===== src/rtl/cpx_io_req_sched_pkg.sv =====
// ============================================================================
// cpx_io_req_sched_pkg : shared sizes, FSM encodings and helpers for the
//                        CPX IO request scheduler.  Rev 1.0
// ============================================================================
`default_nettype none

package cpx_io_req_sched_pkg;

  localparam int NDEST  = 8;
  localparam int MAXOUT = 2;
  localparam int CW     = 2;
  localparam int PW     = $clog2(NDEST);

  typedef enum logic [0:0] {
    ST_IDLE  = 1'b0,
    ST_ATOM2 = 1'b1
  } state_e;

  function automatic logic [NDEST-1:0] dest_onehot(input logic [PW-1:0] idx);
    logic [NDEST-1:0] oh;
    oh = '0;
    oh[idx] = 1'b1;
    return oh;
  endfunction

  function automatic logic [PW-1:0] onehot_idx(input logic [NDEST-1:0] oh);
    logic [PW-1:0] idx;
    idx = '0;
    for (int i = 0; i < NDEST; i++) begin
      if (oh[i]) idx = idx | PW'(i);
    end
    return idx;
  endfunction

endpackage

`default_nettype wire


===== src/rtl/cpx_rr_pick8.sv =====
// ============================================================================
// cpx_rr_pick8 : combinational round-robin one-hot picker; first set request
//                at or above the pointer, wrapping.  Rev 1.0
// ============================================================================
`default_nettype none

module cpx_rr_pick8
  import cpx_io_req_sched_pkg::*;
(
  input  logic [NDEST-1:0] req_i,
  input  logic [PW-1:0]    ptr_i,
  output logic [NDEST-1:0] pick_o,
  output logic             vld_o
);

  logic          found;
  logic [PW-1:0] idx;

  always_comb begin
    pick_o = '0;
    found  = 1'b0;
    idx    = '0;
    for (int i = 0; i < NDEST; i++) begin
      idx = ptr_i + PW'(i);
      if (!found && req_i[idx]) begin
        pick_o[idx] = 1'b1;
        found       = 1'b1;
      end
    end
  end

  assign vld_o = found;

endmodule

`default_nettype wire


===== src/rtl/cpx_io_req_sched.sv =====
// ============================================================================
// cpx_io_req_sched : IO-side CPX request scheduler with per-destination credit
//                    tracking. Optional atomic pairs: CPX_IO_REQ_SCHED_ATOMIC_EN.
//                    Rev 1.0
// ============================================================================
`default_nettype none

module cpx_io_req_sched
  import cpx_io_req_sched_pkg::*;
(
  input  logic             rclk,
  input  logic             arst_l,
  input  logic             cfg_enable,
  input  logic [NDEST-1:0] iob_cpx_req_vld,
  input  logic [NDEST-1:0] cpx_io_grant_cx2,
`ifdef CPX_IO_REQ_SCHED_ATOMIC_EN
  input  logic [NDEST-1:0] iob_cpx_atom,
`endif
  output logic [NDEST-1:0] iob_cpx_deq,
  output logic [NDEST-1:0] io_cpx_req_cq,
  output logic             io_cpx_idle,
  output logic             io_cpx_cred_err
);

  logic [CW-1:0]    cnt_q [NDEST];
  logic [CW-1:0]    cnt_d [NDEST];
  logic [PW-1:0]    ptr_q, ptr_d;
  logic [PW-1:0]    atom_dest_q, atom_dest_d;
  state_e           state_q, state_d;
  logic [NDEST-1:0] req_q;
  logic             idle_q, idle_d;
  logic             err_q, err_d;

  logic [NDEST-1:0] elig;
  logic [NDEST-1:0] rr_pick;
  logic             rr_vld;
  logic [PW-1:0]    pick_idx;
  logic [NDEST-1:0] deq;

  // Eligibility looks only at registered counts: a grant frees its slot next cycle.
  always_comb begin
    elig = '0;
    for (int d = 0; d < NDEST; d++) begin
      elig[d] = iob_cpx_req_vld[d] & (cnt_q[d] < CW'(MAXOUT)) & cfg_enable;
`ifdef CPX_IO_REQ_SCHED_ATOMIC_EN
      if (iob_cpx_atom[d] && (cnt_q[d] != '0)) elig[d] = 1'b0;
`endif
    end
  end

  cpx_rr_pick8 u_pick (
    .req_i  (elig),
    .ptr_i  (ptr_q),
    .pick_o (rr_pick),
    .vld_o  (rr_vld)
  );

  assign pick_idx = onehot_idx(rr_pick);

  always_comb begin
    state_d     = state_q;
    ptr_d       = ptr_q;
    atom_dest_d = atom_dest_q;
    deq         = '0;
    case (state_q)
      ST_IDLE: begin
        if (rr_vld) begin
          deq = rr_pick;
`ifdef CPX_IO_REQ_SCHED_ATOMIC_EN
          if (iob_cpx_atom[pick_idx]) begin
            state_d     = ST_ATOM2;
            atom_dest_d = pick_idx;
          end else begin
            ptr_d = pick_idx + PW'(1);
          end
`else
          ptr_d = pick_idx + PW'(1);
`endif
        end
      end
`ifdef CPX_IO_REQ_SCHED_ATOMIC_EN
      // Second half of an atomic pair is forced regardless of enable or valid.
      ST_ATOM2: begin
        deq     = dest_onehot(atom_dest_q);
        ptr_d   = atom_dest_q + PW'(1);
        state_d = ST_IDLE;
      end
`endif
      default: state_d = ST_IDLE;
    endcase
  end

  always_comb begin
    err_d  = err_q;
    idle_d = (state_d == ST_IDLE);
    for (int d = 0; d < NDEST; d++) begin
      cnt_d[d] = cnt_q[d];
      case ({deq[d], cpx_io_grant_cx2[d]})
        2'b10: cnt_d[d] = cnt_q[d] + CW'(1);
        2'b01: begin
          if (cnt_q[d] == '0) err_d = 1'b1;
          else                cnt_d[d] = cnt_q[d] - CW'(1);
        end
        default: cnt_d[d] = cnt_q[d];
      endcase
      if (cnt_d[d] != '0) idle_d = 1'b0;
    end
  end

  always_ff @(posedge rclk or negedge arst_l) begin
    if (!arst_l) begin
      for (int d = 0; d < NDEST; d++) cnt_q[d] <= '0;
      ptr_q       <= '0;
      atom_dest_q <= '0;
      state_q     <= ST_IDLE;
      req_q       <= '0;
      idle_q      <= 1'b1;
      err_q       <= 1'b0;
    end else begin
      for (int d = 0; d < NDEST; d++) cnt_q[d] <= cnt_d[d];
      ptr_q       <= ptr_d;
      atom_dest_q <= atom_dest_d;
      state_q     <= state_d;
      req_q       <= deq;
      idle_q      <= idle_d;
      err_q       <= err_d;
    end
  end

  assign iob_cpx_deq     = deq;
  assign io_cpx_req_cq   = req_q;
  assign io_cpx_idle     = idle_q;
  assign io_cpx_cred_err = err_q;

endmodule

`default_nettype wire


===== config.mk =====
export PLATFORM = sky130hd
export DESIGN_NAME = cpx_io_req_sched
export DESIGN_NICKNAME = d
export VERILOG_FILES = /design/src/rtl/cpx_io_req_sched_pkg.sv /design/src/rtl/cpx_rr_pick8.sv /design/src/rtl/cpx_io_req_sched.sv
export SDC_FILE = /design/constraint.sdc
export NUM_CORES = 1
export LEC_CHECK = 0
export ABC_AREA = 1
export CORE_MARGIN = 5
export CORE_UTILIZATION = 53
export CTS_CLUSTER_DIAMETER = 150
export DETAILED_ROUTE_END_ITERATION = 10
export PLACE_DENSITY = 0.9
export SYNTH_ARGS = -nofsm -noshare
export SYNTH_HDL_FRONTEND = slang
export SYNTH_HIERARCHICAL = 1
export SYNTH_SLANG_ARGS = --single-unit

===== constraint.sdc =====
create_clock -name rclk -period 3.3 [get_ports rclk]
set_input_delay 0.66 -clock rclk [delete_from_list [all_inputs] [get_ports rclk]]
set_output_delay 0.66 -clock rclk [all_outputs]
set_load 0.03 [all_outputs]

After elaboration in Yosys (flattened, before gate mapping). Index checks and enable logic that the tools add are counted.

Word-level logic and storage cells: 233. Input port bits: 19. Output and inout bits: 18. Register bits: 29.

$lt $le $gt $ge: 24. Eq/ne operators: 16. Add/sub/neg operators: 24. Bitwise operators: 23. Reduce and logical (&&, ||, !) cells: 38. Muxes and demuxes: 96.

Operator list (number): $mux 8 (9); $or 8x8->8 (7); $mux 1 (49); $lt 3x4->1 const B (8); $pmux 2 s2 (8); $bmux 1 s3 (8); $demux 1 s3 (8); $ge 3x1->1 const B (8); $mux 2 (10); $add 2x1->2 const B (8); $and 1x1->1 (16); $eq 2x1->1 const B (8); $eq 2x2->1 const B (8); $logic_not 2->1 (8); $lt 2x2->1 const B (8); $reduce_bool 2->1 (8); $sub 2x1->2 const B (8); $logic_and 1x1->1 (15); $add 3x3->3 const B (4); $mux 3 (4); $logic_not 1->1 (7); $add 3x1->3 const B (2); $add 3x2->3 const B (2).

Depth between registers and ports, before layout.
Depth after elaboration: 44. Depth in mapped cells: 26. Mapped depth without buffers: 23.

Cells and area by module. The synthesis kept the hierarchy.

Modules (own cells, without submodules): cpx_io_req_sched (area an instance 2065.7 um2, cells each 272, instances 1, seq. area each 726.9 um2); cpx_rr_pick8 (area an instance 1405.1 um2, cells each 249, instances 1, seq. area each 0.0 um2).

Worst setup path before layout. No wires, ideal clock.

Path kind: reg-to-reg. Start point: reg ptr_q[0]. End point: reg idle_q (netlist: io_cpx_idle). Data arrival time: 3451 ps. Library setup time: 67 ps. Required time: 3233 ps. Clock period less this slack: 3518 ps. Path slack: -218 ps. Path buffers: 4. Stages on the path, launching flop included: 26. Cell sequence: dfrtp_1 > inv_2 > buf_6 > clkbuf_1 > ha_1 > inv_1 > buf_4 > nand3_1 > nand2_1 > nand2_1 > nand2_2 > nand4_2 > nor2_4 > buf_6 > nand4_1 > nand3_2 > nand2_1 > inv_1 > ha_1 > inv_2 > nand3_1 > nand2_1 > nand2_1 > nor2_1 > nand2_1 > nor2_1.

Elaborated cells between the ends (all ways): 141. Those cells by class: add/sub: 7; order compare: 16; eq/ne: 16; mux: 65; bitwise: 7; reduce/logical: 30.

RTL lines: from (decl) (RTL line cpx_io_req_sched.sv:27) `logic [PW-1:0] ptr_q, ptr_d;`; from (signal assigned) (RTL line cpx_io_req_sched.sv:121) `ptr_q <= ptr_d;`; branches (longest 23 deep; another with $lt 3x4->1); $mux 8 (*) (RTL line cpx_rr_pick8.sv:25) `if (!found && req_i[idx]) begin`; net rr_pick[1] (RTL line cpx_io_req_sched.sv:35) `logic [NDEST-1:0] rr_pick;`; $mux 8 (*) (RTL line cpx_io_req_sched.sv:67) `if (rr_vld) begin`; net iob_cpx_deq[1] (RTL line cpx_io_req_sched.sv:19) `output logic [NDEST-1:0] iob_cpx_deq,`; $eq 2x1->1 / $eq 2x2->1 (equally long branches) (RTL line cpx_io_req_sched.sv:98) `case ({deq[d], cpx_io_grant_cx2[d]})`; $pmux 2 s2 (*) (RTL line cpx_io_req_sched.sv:98); $reduce_bool 2->1 (*) (RTL line cpx_io_req_sched.sv:106) `if (cnt_d[d] != '0) idle_d = 1'b0;`; $mux 1 (*) (7 in a row) (RTL line cpx_io_req_sched.sv:106); net idle_d (RTL line cpx_io_req_sched.sv:31) `logic idle_q, idle_d;`; to (signal assigned) (RTL line cpx_io_req_sched.sv:125) `idle_q <= idle_d;`; to (decl) (RTL line cpx_io_req_sched.sv:31).

Mark *: on every way through the listed nets, which the timed path passes. The select of a mux whose other input is x is not followed. A chain may end at the register's enable or synchronous reset.

Final worst setup path.
Start point: in iob_cpx_req_vld[1]. End point: out iob_cpx_deq[1].

Cells in the longest elaborated chain, start to end: 27. Elaborated cells between the ends (all ways): 56. Those cells by class: mux: 33; bitwise: 9; reduce/logical: 14.

Ends and longest elaborated chain: from (decl) (RTL line cpx_io_req_sched.sv:14) `input logic [NDEST-1:0] iob_cpx_req_vld,`; $and 1x1->1 (*) (2 in a row) (RTL line cpx_io_req_sched.sv:44) `elig[d] = iob_cpx_req_vld[d] & (cnt_q[d] < CW'(MAXOUT)) & cfg_enable;`; net elig[1] (RTL line cpx_io_req_sched.sv:34) `logic [NDEST-1:0] elig;`; $bmux 1 s3 (RTL line cpx_rr_pick8.sv:25); $mux 1 (not written as such) (RTL line cpx_rr_pick8.sv:25); $mux 1 (RTL line cpx_rr_pick8.sv:25); $logic_not 1->1 (RTL line cpx_rr_pick8.sv:25); $logic_and 1x1->1 (RTL line cpx_rr_pick8.sv:25); $mux 1 (RTL line cpx_rr_pick8.sv:25); (+12 left out); $logic_not 1->1 (RTL line cpx_rr_pick8.sv:25); $logic_and 1x1->1 (RTL line cpx_rr_pick8.sv:25); $mux 1 (RTL line cpx_rr_pick8.sv:25); $logic_not 1->1 (RTL line cpx_rr_pick8.sv:25); $logic_and 1x1->1 (RTL line cpx_rr_pick8.sv:25); $mux 8 (*) (RTL line cpx_rr_pick8.sv:25); net rr_pick[1] (RTL line cpx_io_req_sched.sv:35); $mux 8 (*) (RTL line cpx_io_req_sched.sv:67); to (decl) (RTL line cpx_io_req_sched.sv:19).

The timed path passes the listed nets; every way through them passes the cells marked *. The select of a mux whose other input is x is not followed.

==> impl_metrics.env <==
export IMPL_cts_buffers=5
export IMPL_fin_ws_ps=-37.7
export IMPL_max_freq_ghz=0.300
export IMPL_arrival_ps=2680
export IMPL_wl_per_cell_um=16.2
export IMPL_fin_nets=703
export IMPL_dr_total_vias=4007
export IMPL_max_stage_delay_ps=230
export IMPL_most_common_layout_cells="122 x nand2_1, 67 x buf_4, 51 x inv_1"
export IMPL_seq_area_frac_synth_pct=20.9
export IMPL_ys_warn_count=6
export IMPL_cp_common_cell="nand2_2"
export IMPL_wl_mm=11.6
export IMPL_reg2reg_slack_ps=20
export IMPL_synth_cell_type_count=33
export IMPL_synth_area_top_cells="dfrtp_1 20%, ha_1 17%, nand2_1 16%"
export IMPL_post_route_drc_count=0
export IMPL_port_buffers=36
export IMPL_finalClockSkew_ps=7.85
export IMPL_vias_per_cell=5.61
export IMPL_fillers=390
export IMPL_grt_start_max_net_pins=22
export IMPL_drt_iter0_drc=361
export IMPL_cp_required_ps=2640
export IMPL_drt_pass1_iter_count=5
export IMPL_setup_viol=6
export IMPL_yosys_area_top_type_share_pct=20.2
export IMPL_core_um2=6350
export IMPL_multi_input_area_um2=2780
export IMPL_finalHoldViolCount=0
export IMPL_status="complete, but fails checks"
export IMPL_cts_tree="yes"
export IMPL_die_area_um2=8270
export IMPL_slew_violations=0
export IMPL_rsz0062_at_grt="yes"
export IMPL_start_kind="primary input"
export IMPL_area_growth_syn_to_layout_pct=47.5
export IMPL_ff_latch_area_um2=727
export IMPL_maxSlewHeadroom_pct=55.5
export IMPL_netlist_instances=521
export IMPL_maxCapViolCount=0
export IMPL_cts_sinks=29
export IMPL_detail_route_antenna_nets=0
export IMPL_grt_pass1_wl_mm=18.1
export IMPL_final_common_cell="nand2_1"
export IMPL_grt_pass1_vias=3941
export IMPL_min_path_type="reg2reg"
export IMPL_layout_drive_gt1_share_pct=40.3
export IMPL_root_buffer="clkbuf_8"
export IMPL_ctsHoldBuffers=0
export IMPL_place_ws_ps=-596
export IMPL_synth_area_um2=3470
export IMPL_path_clk_slew_ps=60
export IMPL_grt_total_usage_pct=26.1
export IMPL_gp_congestion=0.929
export IMPL_h_tree_depth=2
export IMPL_min_period_ps=3340
export IMPL_worst_path_max_fanout=6
export IMPL_worst_path_max_delay_cell="dlygate4sd2_1"
export IMPL_syn_avg_cell_area_um2=6.66
export IMPL_clockBufferDepth=2
export IMPL_criticalPathCategory="in2out"
export IMPL_insertedDiodeCount=0
export IMPL_synth_nets=587
export IMPL_start_util_pct=54.7
export IMPL_die_w_um=90.9
export IMPL_violations="setup timing"
export IMPL_worst_skew_pair_late_latency_ps=290
export IMPL_yosys_area_top_type="dfrtp_1"
export IMPL_crit_chain="dlygate4sd2_1, nand2_1, nor2_4, nand2_2, nand3_2, nand2_2, buf_4, nand2_1, nand2_4, nand4_4, nor2_4, buf_4, nand4_1, nand3_2, nand2_2, inv_2, buf_6"
export IMPL_period_share_pct=101
export IMPL_rows=29
export IMPL_io_pins=37
export IMPL_tightest_slew_ps=665
export IMPL_ys_ff_latch=29
export IMPL_antenna_found_initial=0
export IMPL_endpoint_kind="output pin"
export IMPL_dp_hpwl_mm=7.98
export IMPL_overflow=0
export IMPL_die_h_um=90.9
## registers in the layout, indices dropped and copies added (netlist names)
register and flops:
ptr_q 3, io_cpx_req_cq 8, io_cpx_cred_err 1, io_cpx_idle 1
cnt_q 16
## cells in the mapped netlist
library cell / count
nand4_4: 1
xor2_2: 1
clkbuf_1: 3
ha_1: 47
nor2_8: 1
dfstp_2: 1
nand3_1: 63
xnor2_2: 1
buf_8: 1
nand2_4: 4
xnor2_1: 1
dfrtp_1: 28
o21ai_0: 2
nor3_1: 16
buf_6: 2
inv_2: 18
nand2_1: 148
inv_1: 64
nand3b_1: 1
nor2_1: 50
a21oi_1: 2
buf_2: 2
or2_1: 1
a22o_1: 1
nand3_2: 20
a221oi_1: 1
nand4_2: 1
o21ai_1: 3
clkinv_1: 1
nand4_1: 16
nor2_4: 2
nand2_2: 14
buf_4: 4
## cells by family (layout without fill, tap and decap cells)
logic type | after synthesis | after routing | share of synthesized area, %
buffers and inverters | 95 | 211 | 11.5
DFF | 29 | 29 | 20.9
adders and majority gates | 47 | 47 | 16.9
AOI/OAI and AO/OA | 9 | 9 | 1.51
and+or+nand+nor | 338 | 338 | 47.9
xor gates and xnor gates | 3 | 3 | 1.19
## what timing repair did
action / CTS / global route
gates resized for setup: 84 / 60
pin swaps: 44 / 32
cloned: 0 / 1
buffers inserted: 21 / 9
hold endpoints to repair: 0 / 0
setup endpoints to repair: 23 / 17
## final cells by class
cell class	instances	area share, %
sequential	29	14.2
tap	77	1.88
inverter	83	6.23
clock buffer	7	1.69
multi-input combinational	397	54.4
timing repair buffer	121	21.6
## worst max-delay path: cells and delay by family
family / cells / cell delay [ps]
buffers and inverters: 5 / 680
and+or+nand+nor: 12 / 1320
## path summary, 6_finish.rpt
| check | depth (start not counted) | endpoint | startpoint |
|---|---|---|---|
| min in group asynchronous | 1 | io_cpx_req_cq[5] | arst_l |
| min | 2 | io_cpx_cred_err | io_cpx_cred_err |
| max reg2reg | 25 | io_cpx_idle | ptr_q[0] |
| max | 17 | iob_cpx_deq[1] | iob_cpx_req_vld[1] |
| min reg2reg | 2 | io_cpx_cred_err | io_cpx_cred_err |
| max in group asynchronous | 2 | io_cpx_idle | arst_l |
## through the flow
stage | cell area [um^2] | util [%] | cells | hold slack [ps] | TNS (ps)
6_report | 5120 | 80.7 | 714 | 525 | -135
5_1_grt | 5120 | 80.7 | 714 | 524 | -1210
3_5_place_dp | 4260 | 67.1 | 676 | 505 | -10040
3_3_place_gp | 4260 | 67.1 | 676 | 487 | -8320
4_1_cts | 4740 | 74.7 | 704 | 519 | 0
2_1_floorplan | 3490 | - | 521 | 364 | 0
## routing by layer
metal / routed length, um / share of wire [%] / global-route usage, % / up-vias
met1: 4310 / 37 / 28.1 / 1875
met5: 0 / 0 / 0 / -
li1: - / - / - / 1890
met2: 6270 / 54 / 50.2 / 188
met3: 592 / 5.1 / 3.50 / 54
met4: 426 / 3.7 / 10.9 / 0
Power is not shown: default switching activity piles up to over one toggle a cycle in this logic, so the estimate is an artifact.
